File: config.mk
export PLATFORM = sky130hd
export DESIGN_NAME = cskipa_pipe
export DESIGN_NICKNAME = d
export VERILOG_FILES = /design/src/rtl/cskipa_pkg.sv /design/src/rtl/cskipa_block.sv /design/src/rtl/cskipa_pipe.sv
export SDC_FILE = /design/constraint.sdc
export NUM_CORES = 1
export LEC_CHECK = 0
export ABC_CLOCK_PERIOD_IN_PS = 3670
export CAP_MARGIN = 5
export CELL_PAD_IN_SITES_DETAIL_PLACEMENT = 0
export CELL_PAD_IN_SITES_GLOBAL_PLACEMENT = 1
export CORE_MARGIN = 2
export CORE_UTILIZATION = 49
export DETAILED_ROUTE_END_ITERATION = 6
export GPL_TIMING_DRIVEN = 0
export PLACE_DENSITY = 0.86
export SLEW_MARGIN = 20
export SYNTH_ARGS = -nofsm -noshare
export SYNTH_HDL_FRONTEND = slang
export SYNTH_SLANG_ARGS = --single-unit
export TNS_END_PERCENT = 100
File: constraint.sdc
create_clock -name clk -period 3.67 [get_ports clk]
set_clock_uncertainty 0.2 [all_clocks]
set_input_delay 0.734 -clock clk [delete_from_list [all_inputs] [get_ports clk]]
set_output_delay 0.734 -clock clk [all_outputs]
set_load 0.05 [all_outputs]
File: src/rtl/cskipa_pkg.sv
`default_nettype none
// ============================================================================
// Module   : cskipa_pkg
// Brief    : Shared definitions for the pipelined carry-skip adder/subtractor:
//            stage-count derivation, parameter legality check, stage record.
// Revision : 1.0 - initial release
// ============================================================================
package cskipa_pkg;

  // Number of skip blocks (and pipeline stages) for a given geometry.
  function automatic int calc_nb(input int width, input int block);
    return (block >= 1) ? (width / block) : 1;
  endfunction

  // Legal geometry: at least one bit per block, whole number of blocks.
  function automatic bit params_legal(input int width, input int block);
    return (block >= 1) && (width >= block) && ((width % block) == 0);
  endfunction

  // Per-stage control record. The wide fields (partial sum, pending
  // operands) live beside it because their width follows WIDTH.
  typedef struct packed {
    logic valid;    // stage holds a beat
    logic carry;    // carry out of the block this stage completed
    logic msb_cin;  // carry into the top bit of that block
  } stage_ctl_t;

endpackage
`default_nettype wire

File: src/rtl/cskipa_block.sv
`default_nettype none
// ============================================================================
// Module   : cskipa_block
// Brief    : Combinational carry-skip block: BLOCK-bit ripple, group
//            propagate and skip mux on the carry out.
// Revision : 1.0 - initial release
// ============================================================================
module cskipa_block #(
  parameter int BLOCK = 4
) (
  input  logic [BLOCK-1:0] a_i,
  input  logic [BLOCK-1:0] b_i,
  input  logic             c_i,
  output logic [BLOCK-1:0] s_o,
  output logic             c_o,
  output logic             p_o,
  output logic             cmsb_o
);

  logic [BLOCK:0] w_c;

  // Ripple the block, then let the propagate term bypass the ripple carry.
  always_comb begin
    w_c    = '0;
    w_c[0] = c_i;
    s_o    = '0;
    for (int i = 0; i < BLOCK; i++) begin
      s_o[i]   = a_i[i] ^ b_i[i] ^ w_c[i];
      w_c[i+1] = (a_i[i] & b_i[i]) | (w_c[i] & (a_i[i] ^ b_i[i]));
    end
    p_o    = &(a_i ^ b_i);
    c_o    = p_o ? c_i : w_c[BLOCK];
    cmsb_o = w_c[BLOCK-1];
  end

endmodule
`default_nettype wire

File: src/rtl/cskipa_pipe.sv
`default_nettype none
// ============================================================================
// Module   : cskipa_pipe
// Brief    : Pipelined carry-skip adder/subtractor, one skip block per stage,
//            valid/ready on both sides with lossless backpressure.
// Revision : 1.0 - initial release
// ============================================================================
module cskipa_pipe
  import cskipa_pkg::*;
#(
  parameter int WIDTH = 16,
  parameter int BLOCK = 4
) (
  input  logic             clk,
  input  logic             rst_n,
  input  logic             in_valid,
  output logic             in_ready,
  input  logic [WIDTH-1:0] in_a,
  input  logic [WIDTH-1:0] in_b,
  input  logic             in_cin,
  input  logic             in_sub,
  output logic             out_valid,
  input  logic             out_ready,
  output logic [WIDTH-1:0] out_sum,
  output logic             out_cout,
  output logic             out_ovf
);

  localparam int NB = calc_nb(WIDTH, BLOCK);

  if (!params_legal(WIDTH, BLOCK)) begin : g_param_err
    $error("cskipa_pipe: WIDTH must be a positive multiple of BLOCK");
  end

  stage_ctl_t       ctl_q [NB];
  logic [WIDTH-1:0] sum_q [NB];
  logic [WIDTH-1:0] a_q   [NB];
  logic [WIDTH-1:0] b_q   [NB];

  logic [NB:0]   w_ready;
  logic [NB-1:0] w_valid;
  logic [NB-1:0] w_prop;

  // A stage can take a beat when it is empty or its contents move on.
  always_comb begin
    w_ready[NB] = out_ready;
    for (int k = NB - 1; k >= 0; k--) begin
      w_ready[k] = ~w_valid[k] | w_ready[k+1];
    end
  end

  for (genvar k = 0; k < NB; k++) begin : g_stage
    logic [WIDTH-1:0] w_a_in;
    logic [WIDTH-1:0] w_b_in;
    logic [WIDTH-1:0] w_sum_in;
    logic             w_c_in;
    logic             w_v_in;
    logic [BLOCK-1:0] w_s;
    logic             w_cout;
    logic             w_cmsb;
    logic [WIDTH-1:0] sum_d;
    stage_ctl_t       ctl_d;
    logic             w_unused_bits;

    if (k == 0) begin : g_head
      // Subtraction is A + ~B + ~borrow, folded in before the first block.
      assign w_a_in   = in_a;
      assign w_b_in   = in_sub ? ~in_b : in_b;
      assign w_c_in   = in_sub ? ~in_cin : in_cin;
      assign w_sum_in = '0;
      assign w_v_in   = in_valid;
    end else begin : g_body
      assign w_a_in   = a_q[k-1];
      assign w_b_in   = b_q[k-1];
      assign w_c_in   = ctl_q[k-1].carry;
      assign w_sum_in = sum_q[k-1];
      assign w_v_in   = ctl_q[k-1].valid;
    end

    cskipa_block #(
      .BLOCK (BLOCK)
    ) u_blk (
      .a_i    (w_a_in[k*BLOCK +: BLOCK]),
      .b_i    (w_b_in[k*BLOCK +: BLOCK]),
      .c_i    (w_c_in),
      .s_o    (w_s),
      .c_o    (w_cout),
      .p_o    (w_prop[k]),
      .cmsb_o (w_cmsb)
    );

    // Merge this block's sum bits into the partial result travelling along.
    always_comb begin
      sum_d                    = w_sum_in;
      sum_d[k*BLOCK +: BLOCK]  = w_s;
      ctl_d.valid              = w_v_in;
      ctl_d.carry              = w_cout;
      ctl_d.msb_cin            = w_cmsb;
    end

    // Advance on ready; data only changes when a real beat arrives.
    always_ff @(posedge clk or negedge rst_n) begin
      if (!rst_n) begin
        ctl_q[k] <= '0;
        sum_q[k] <= '0;
        a_q[k]   <= '0;
        b_q[k]   <= '0;
      end else if (w_ready[k]) begin
        if (w_v_in) begin
          ctl_q[k] <= ctl_d;
          sum_q[k] <= sum_d;
          a_q[k]   <= w_a_in;
          b_q[k]   <= w_b_in;
        end else begin
          ctl_q[k].valid <= 1'b0;
        end
      end
    end

    assign w_valid[k] = ctl_q[k].valid;

    // Consumed operand bits and the probe-only propagate flag go nowhere.
    assign w_unused_bits = ^{a_q[k], b_q[k], ctl_q[k].msb_cin, w_prop[k]};
  end

  assign in_ready  = w_ready[0];
  assign out_valid = ctl_q[NB-1].valid;
  assign out_sum   = sum_q[NB-1];
  assign out_cout  = ctl_q[NB-1].carry;
  assign out_ovf   = ctl_q[NB-1].carry ^ ctl_q[NB-1].msb_cin;

endmodule
`default_nettype wire
# Yosys cells after proc, flatten, opt, wreduce, memory -nomap -nowiden
# Index checks and enable logic that the tools add are counted.
[word_totals]
reg_bits = 145
out_inout_bits = 20
wordCells = 132
input_bits = 38
[op_classes]
bitwise = 95
n_mux = 10
n_reduce_logical = 8
[op_table]
columns = ["operator", "n"]
rows = [
  ["bitwise XOR 1 bit", 33],
  ["AND 1 bit", 32],
  ["OR 1 bit", 20],
  ["two-way mux 16 bit", 1],
  ["NOT 16 bit", 1],
  ["AND reduction 4 bit", 4],
  ["bitwise XOR 4 bit", 4],
  ["two-way mux 1 bit", 9],
  ["AND reduction 2 bit", 4],
  ["NOT 1 bit", 5],
]

# Longest topological paths before layout
# Gate-level depths: netlist of the first run.
[depth]
ltp_word = 12
depth_mapped = 14
depth_no_buf = 12

# Cells and area by module
# From an unflattened synthesis of the first run, not the netlist that was laid out.
[hier_totals]
hier_cells = 303
area_unflattened_um2 = 4561.9
[by_module_without_submodules]
columns = ["module", "cells_per_inst", "area_each_um2", "instances", "seq_area_each_um2"]
rows = [
  ["cskipa_pipe", 231, 3816.2, 1, 2427.3],
  ["cskipa_block", 18, 186.4, 4, 0.0],
]

# Worst setup path before layout of the first run
# Ideal clock, no wire load.
[synth_timing]
path_type = "input-to-reg"
from = "in in_sub"
to = "reg sum_q, in the netlist g_stage[1].w_sum_in[3]"
slack_ns = 0.192
required_time_ns = 3.345
cell_stages = 12
n_path_buf = 2
arrival_time_ns = 3.153
setup_time_ns = 0.125
cell_sequence = "buf_2 > buf_2 > xor2_1 > inv_1 > fa_1 > inv_1 > fa_1 > inv_1 > fa_1 > inv_1 > fa_1 > mux2_2"
[synth_between]
elab_chain_cells = 9
word_cells_on_any_way = 16
classes_between = "mux (2); bitwise (14)"
[synth_lines]
columns = ["item", "line_no", "rtl"]
rows = [
  ["from (decl)", "cskipa_pipe.sv:21", "input logic in_sub,"],
  ["two-way mux 16 bit", "cskipa_pipe.sv:68", "assign w_b_in = in_sub ? ~in_b : in_b;"],
  ["bitwise XOR 1 bit", "cskipa_block.sv:29", "w_c[i+1] = (a_i[i] & b_i[i]) | (w_c[i] & (a_i[i] ^ b_i[i]));"],
  ["AND 1 bit", "cskipa_block.sv:29", ""],
  ["OR 1 bit", "cskipa_block.sv:29", ""],
  ["AND 1 bit", "cskipa_block.sv:29", ""],
  ["OR 1 bit", "cskipa_block.sv:29", ""],
  ["AND 1 bit", "cskipa_block.sv:29", ""],
  ["OR 1 bit", "cskipa_block.sv:29", ""],
  ["bitwise XOR 1 bit *", "cskipa_block.sv:28", "s_o[i] = a_i[i] ^ b_i[i] ^ w_c[i];"],
  ["net g_stage[0].u_blk.s_o[3]", "cskipa_block.sv:14", "output logic [BLOCK-1:0] s_o,"],
  ["to (signal, indexed assignment)", "cskipa_pipe.sv:111", "sum_q[k] <= sum_d;"],
  ["to (decl)", "cskipa_pipe.sv:36", "logic [WIDTH-1:0] sum_q [NB];"],
]
# Mark *: on every way through the listed nets, which the timed path passes. The rest lies on a longest branch.
# A chain may end at the register's enable or synchronous reset.

# Worst setup path in the final report of the first run
# Ends and elaborated chain as after synthesis.

==> impl_results.md, run 1 <==
* Final-stage net count at 450
* Post-synth EDFFs at 0
* Hold_buf cts at 0
* Post-route minimum period at roughly 3.4 ns
* FF+latch count, synth at between 90 and 100
* Global route overflow at 0
* Post-CTS Setup Repair Bufs at 0
* Max_cap viols at 0
* Syn_nets at between 300 and 400
* Worst slew pin tran at 0.496 ns
* Reg power frac at 43.4%
* Overall power at about 4 mW
* Area Growth Syn to Fin at 20.4%
* Via density at roughly 5.0
* Clock tree buffer depth at 2
* Worst Setup Slack, final at around 0.22 ns
* DR WL/cell at 14.7 µm
* Initial antenna violation count at 0
* Port buffer count at 56
* Ys flop type: dfrtp_1
* H-tree depth at 3
* Distinct cell type count after synthesis at 25
* Setup Viol. Count Final at 0
* Worst-Skew Late Latency at 0.35 ns
* Sequential-to-total area share from yosys stat at 53.6%
* ANT cells at 0
* Post-CTS sizing at 0
* # rows at 35
* Vias in the first global route at 2,534
* CP required at 3.71 ns
* Final Hold Viols at 0
* Worst hold path class: input pin to asynchronous set/reset pin
* CP max FO at 10
* Die Width at 100 µm
* Pre-CTS setup slack at -0.166 ns
* Gr usage total at 16.0%
* Data arrival time of the worst path at 3.49 ns
* Comb pwr share at 39.5%
* Yosys warnings at 0
* Detailed Place HPWL at 5390 µm
* Slew Limit Fails at 0
* RSZ-0062 raised after global routing: no
* WS Path Type: input pin to flip-flop
* Area of the multi-input gates at between 1500 and 2000 µm²
* Syn avg cell area at 14.5 µm²
* Final WL at 7290 µm
* CTS tree: yes
* First-pass GRT wire length at 12,300 µm
* Die area at 10,000 µm²
* Register area at 2430 µm²
* Syn Std Cell Area at 4530 µm²
* Die H at 100 µm
* Largest net degree at the start of global routing at 79
* Residual DRC at 0
* CTS clk-pin slew, worst paths at 0.09 ns
* Cell count after synthesis at ~310
* Routability congestion estimate from global placement at slightly below 0.8
* Status: complete, no violations
* Fill cell total of the finished layout at about 760
* Switch Pwr at 1.42 mW
* CTS buffer count at 9
* Async set-reset flop share out of synthesis at 100%
* Synth top area cells: dfrtp_1 (54%), mux2_2 (19%), fa_1 (7.1%)
* Starting Density at 49.8%
* Fmax at 290 MHz
* Root Buffer: clkbuf_8
* Worst VDD drop at 0.271 mV
* Leak at 2.50 nW
* Top Ports at 58
* Final period util at approximately 94%
* Clk sinks at between 90 and 100
* Area leader, netlist: dfrtp_1
* Vias at 2,459
* Critical path endpoint category: flip-flop
* Internal power at 2.53 mW
* Startpoint type of the worst setup path: input pin
* Antenna Nets Post-Route at 0
* Slew headroom at 66.8%
* Initial DRT Pass Iterations at 4
* Clk pwr share at 17.2%
* Switching Fraction at 35.9%
* Iteration-0 DRC Markers at 63
* Core area at 9110 µm²
* Finished Layout Cells at 495
* DP Cell Count at 480
* Yosys top cell area share at between 50% and 60%
* Power Density at between 700 and 800 nW/µm²
* Layout cells sized above 1 at 29.4%
-- metal layers --
metal / up-vias / share of wire, % / track usage [%]
met2: 48 / 50 / 26.3
met1: 1247 / 44 / 21.1
met5: - / 0 / 0
met3: 11 / 3.4 / 3.13
li1: 1153 / - / -
met4: 0 / 2.0 / 6.01
-- worst max-delay path, stage by stage --
cell	delay, ns
buf_2	0.28
buf_2	0.34
xor2_1	0.23
inv_1	0.08
fa_1	0.39
inv_1	0.08
fa_1	0.18
inv_1	0.05
fa_1	0.35
inv_1	0.07
fa_1	0.42
mux2_2	0.27
-- power groups by stage --
stage	combinational, mW	sequential, mW	clock (mW)
floorplan	0.790	2.01	0
global placement	1.54	1.73	0
detailed placement	1.59	1.74	0
CTS	1.59	1.72	0.703
global route	1.72	1.77	0.748
finish	1.56	1.71	0.678
-- stage by stage --
step	hold WS (ns)	setup TNS, ns	cell area [µm²]	utilization (%)
finish	0.0154	0	5460	59.9
global route	0.00251	0	5460	59.9
CTS	0.00342	0	5460	59.9
detailed placement	0.290	-0.166	5260	57.7
global placement	0.281	-178.05	5230	57.4
floorplan	0.238	0	4530	-
-- final cells by class --
| class | count | share of cell area (%) |
|---|---|---|
| timing repair buffer | 57 | 10.8 |
| clock buffer | 11 | 2.59 |
| buffer | 10 | 1.44 |
| clock inverter | 4 | 0.986 |
| sequential | 97 | 44.5 |
| tap | 111 | 2.55 |
| inverter | 38 | 2.61 |
| multi-input combinational | 167 | 34.5 |
-- Yosys cell counts, drive strengths merged, types with 3 or more instances --
master / instances
nand2b: 3
nand2: 5
fa: 16
mux2: 82
dfrtp: 97
xor2: 15
o21ai: 5
ha: 16
mux2i: 12
buf: 10
xnor2: 3
nand4: 4
inv: 38
-- sequential cells by signal (all words and copies together), names as in the netlist --
register,flops
g_stage.w_b_in,24
out_cout,1
out_valid,1
out_sum,16
g_stage.w_sum_in,24
g_stage.w_v_in,3
g_stage.w_a_in,24
g_stage.w_c_in,3
ctl_q,1
-- kinds of logic after synthesis --
logic type | after synthesis | synth area share (%)
fa+ha+maj | 32 | 11.5
buf+inv | 48 | 4.89
mux | 94 | 23.4
flops | 97 | 53.6
simple gates | 16 | 2.26
xor+xnor | 18 | 3.48
compound gates | 7 | 0.884
-- layout by cell type, fill, tap and decap left out, drive strengths merged, types with 2 or more instances in the layout --
master,instances
nand2,5
nand4,4
clkdlybuf4s50,55
mux2i,12
clkbuf,11
buf,12
xnor2,3
fa,16
nand2b,3
inv,38
ha,16
xor2,15
o21ai,5
mux2,82
dfrtp,97
clkinvlp,2
-- path summary, 6_finish.rpt --
check,start,to,slack (ns),cells past startpoint
setup / recovery,in_sub,g_stage[1].w_sum_in[3],0.22,12
hold / removal,rst_n,g_stage[3].w_sum_in[0],0.02,1
setup reg to reg,g_stage[3].w_c_in,out_sum[15],1.06,7
hold reg to reg,g_stage[1].w_b_in[11],g_stage[2].w_b_in[11],0.30,1
max in group asynchronous,rst_n,g_stage[2].w_b_in[15],2.64,2
min in group clk,g_stage[1].w_b_in[11],g_stage[2].w_b_in[11],0.30,1
No activity file was read; power rests on OpenSTA's default activity.
==> run 2, diff against run 1 <==
SETUP_SLACK_MARGIN = 0.3   (was not set)
==> run 2 against run 1 <==
Cell area is essentially flat. Total power grew 0.29%. Critical path depth is the same. Global-route usage grew 0.057 points. Die area is the same. Cell count grew 0.20%. Worst setup slack gained 0.23 ns. Combinational power is essentially flat. Non-clock buffer count is the same. Sequential power is essentially flat.
==> impl_results.md, run 2 (same netlist as run 1, synthesis figures left out) <==
* Status: complete, no violations
* Via density at 4.97
* Startpoint type of the worst setup path: input pin
* Port buffer count at between 50 and 60
* Clock tree buffer depth at 2
* CTS clk-pin slew, worst paths at roughly 0.090 ns
* CP startpoint: in_sub
* Die Width at 100 µm
* Final WL at ~7300 µm
* Final Hold Viols at 0
* Layout cells sized above 1 at 29.9%
* Clk sinks at slightly below 100
* Vias in the first global route at 2,591
* Worst-Skew Late Latency at 0.36 ns
* Post-route minimum period at 3.22 ns
* Fmax at between 300 and 400 MHz
* # rows at 35
* Largest net degree at the start of global routing at slightly below 60
* Worst hold path class: input pin to asynchronous set/reset pin
* CP max FO at 10
* Worst slew pin tran at approximately 0.50 ns
* Post-CTS Setup Repair Bufs at 0
* Initial DRT Pass Iterations at 3
* Max_cap viols at 0
* Final period util at ~88%
* Setup Viol. Count Final at 0
* Top Ports at 58
* Commonest non-fill, non-tap cell in the layout: dfrtp_1
* Slew Limit Fails at 0
* Data arrival time of the worst path at 3.27 ns
* Slew headroom at roughly 67%
* Detailed Place HPWL at 5400 µm
* Root Buffer: clkbuf_8
* DP Cell Count at 480
* Worst VDD drop at 0.239 mV
* WS Path Type: input pin to flip-flop
* Iteration-0 DRC Markers at 50
* Vias at between 2,000 and 2,500
* Area Growth Syn to Fin at 20.5%
* Leak at between 2 and 3 nW
* Reg-to-Reg Start: g_stage[3].w_c_in
* H-tree depth at 3
* Routability congestion estimate from global placement at ~0.80
* Die area at 10,000 µm²
* Die H at roughly 100 µm
* Gr usage total at 16.0%
* First-pass GRT wire length at 12,300 µm
* Antenna Nets Post-Route at 0
* Starting Density at 49.8%
* Final-stage net count at 450
* Commonest cells after routing, fill and taps aside: dfrtp_1 (97), mux2_2 (77), clkdlybuf4s50_1 (54)
* DR WL/cell at 14.8 µm
* Post-DP Area at 5270 µm²
* CTS buffer count at 9
* ANT cells at 0
* Initial antenna violation count at 0
* Critical path endpoint category: flip-flop
* Core area at 9110 µm²
* Power Density at between 700 and 800 nW/µm²
* CP required at 3.72 ns
* Finished Layout Cells at about 500
* Design area at roughly 5500 µm²
* Global route overflow at 0
* RSZ-0062 raised after global routing: no
* CTS tree: yes
* Residual DRC at 0
==> run 2: changes by cell type in the layout (fill, tap and decap cells not counted) <==
cell,before,now
clkinv_2,0,2
clkbuf_1,1,0
clkdlybuf4s50_1,55,54
buf_2,5,4
clkbuf_8,10,9
buf_6,2,3
clkinvlp_4,2,3
dlygate4sd2_1,0,1
==> run 2: layout make-up <==
class	count	area, µm²
fillers	753	3650
flip-flops and latches	97	2430
multi-input cells	167	1880
repair buffers	57	588
inverters	38	143
well taps	111	139
clock buffers	9	124
plain buffers	10	85.1
clock inverters	7	71.3
==> run 2: critical path, stage by stage <==
cell,delay (ns)
buf_2,0.27
buf_6,0.21
xor2_1,0.19
inv_1,0.08
fa_1,0.38
inv_1,0.07
fa_1,0.15
inv_1,0.05
fa_1,0.36
inv_1,0.07
fa_1,0.42
mux2_2,0.27
==> run 2: report_power, final <==
part           total, mW  switching (mW)  internal (mW)
Combinational       1.57           0.830          0.738
Sequential          1.71           0.246           1.47
Clock              0.682           0.368          0.313
==> run 2: path summary, 6_finish.rpt <==
kind	end	slack, ns	depth (start not counted)
min reg2reg	g_stage[2].w_b_in[11]	0.30	1
min in group clk	g_stage[2].w_b_in[11]	0.30	1
min	out_sum[15]	0.07	1
max in group asynchronous	g_stage[2].w_b_in[8]	2.61	2
max reg2reg	out_sum[15]	1.05	7
max	g_stage[1].w_sum_in[3]	0.45	12
==> run 2: metrics by stage <==
step	setup TNS (ns)	util, %	worst slack (ns)	hold slack [ns]	power [mW]
floorplan	0	-	0.301	0.238	2.80
global placement	-177.07	57.5	-1.83	0.281	3.27
detailed placement	0	57.8	0.0303	0.290	3.34
CTS	0	59.9	0.413	0.0799	4.02
global route	0	59.9	0.320	0.0878	4.25
finish	0	59.9	0.452	0.0743	3.96
==> run 2: layer usage <==
layer / up-vias / track usage, % / wire, µm
met5: - / 0 / 0
met3: 9 / 2.92 / 253
met2: 46 / 26.1 / 3600
met4: 0 / 6.01 / 103
li1: 1159 / - / -
met1: 1253 / 21.6 / 3390
==> run 2: what timing repair did <==
action / CTS / global route
setup endpoints to repair: 1 / 0
hold buffers: 0 / 0
gates resized for setup: 1 / 0
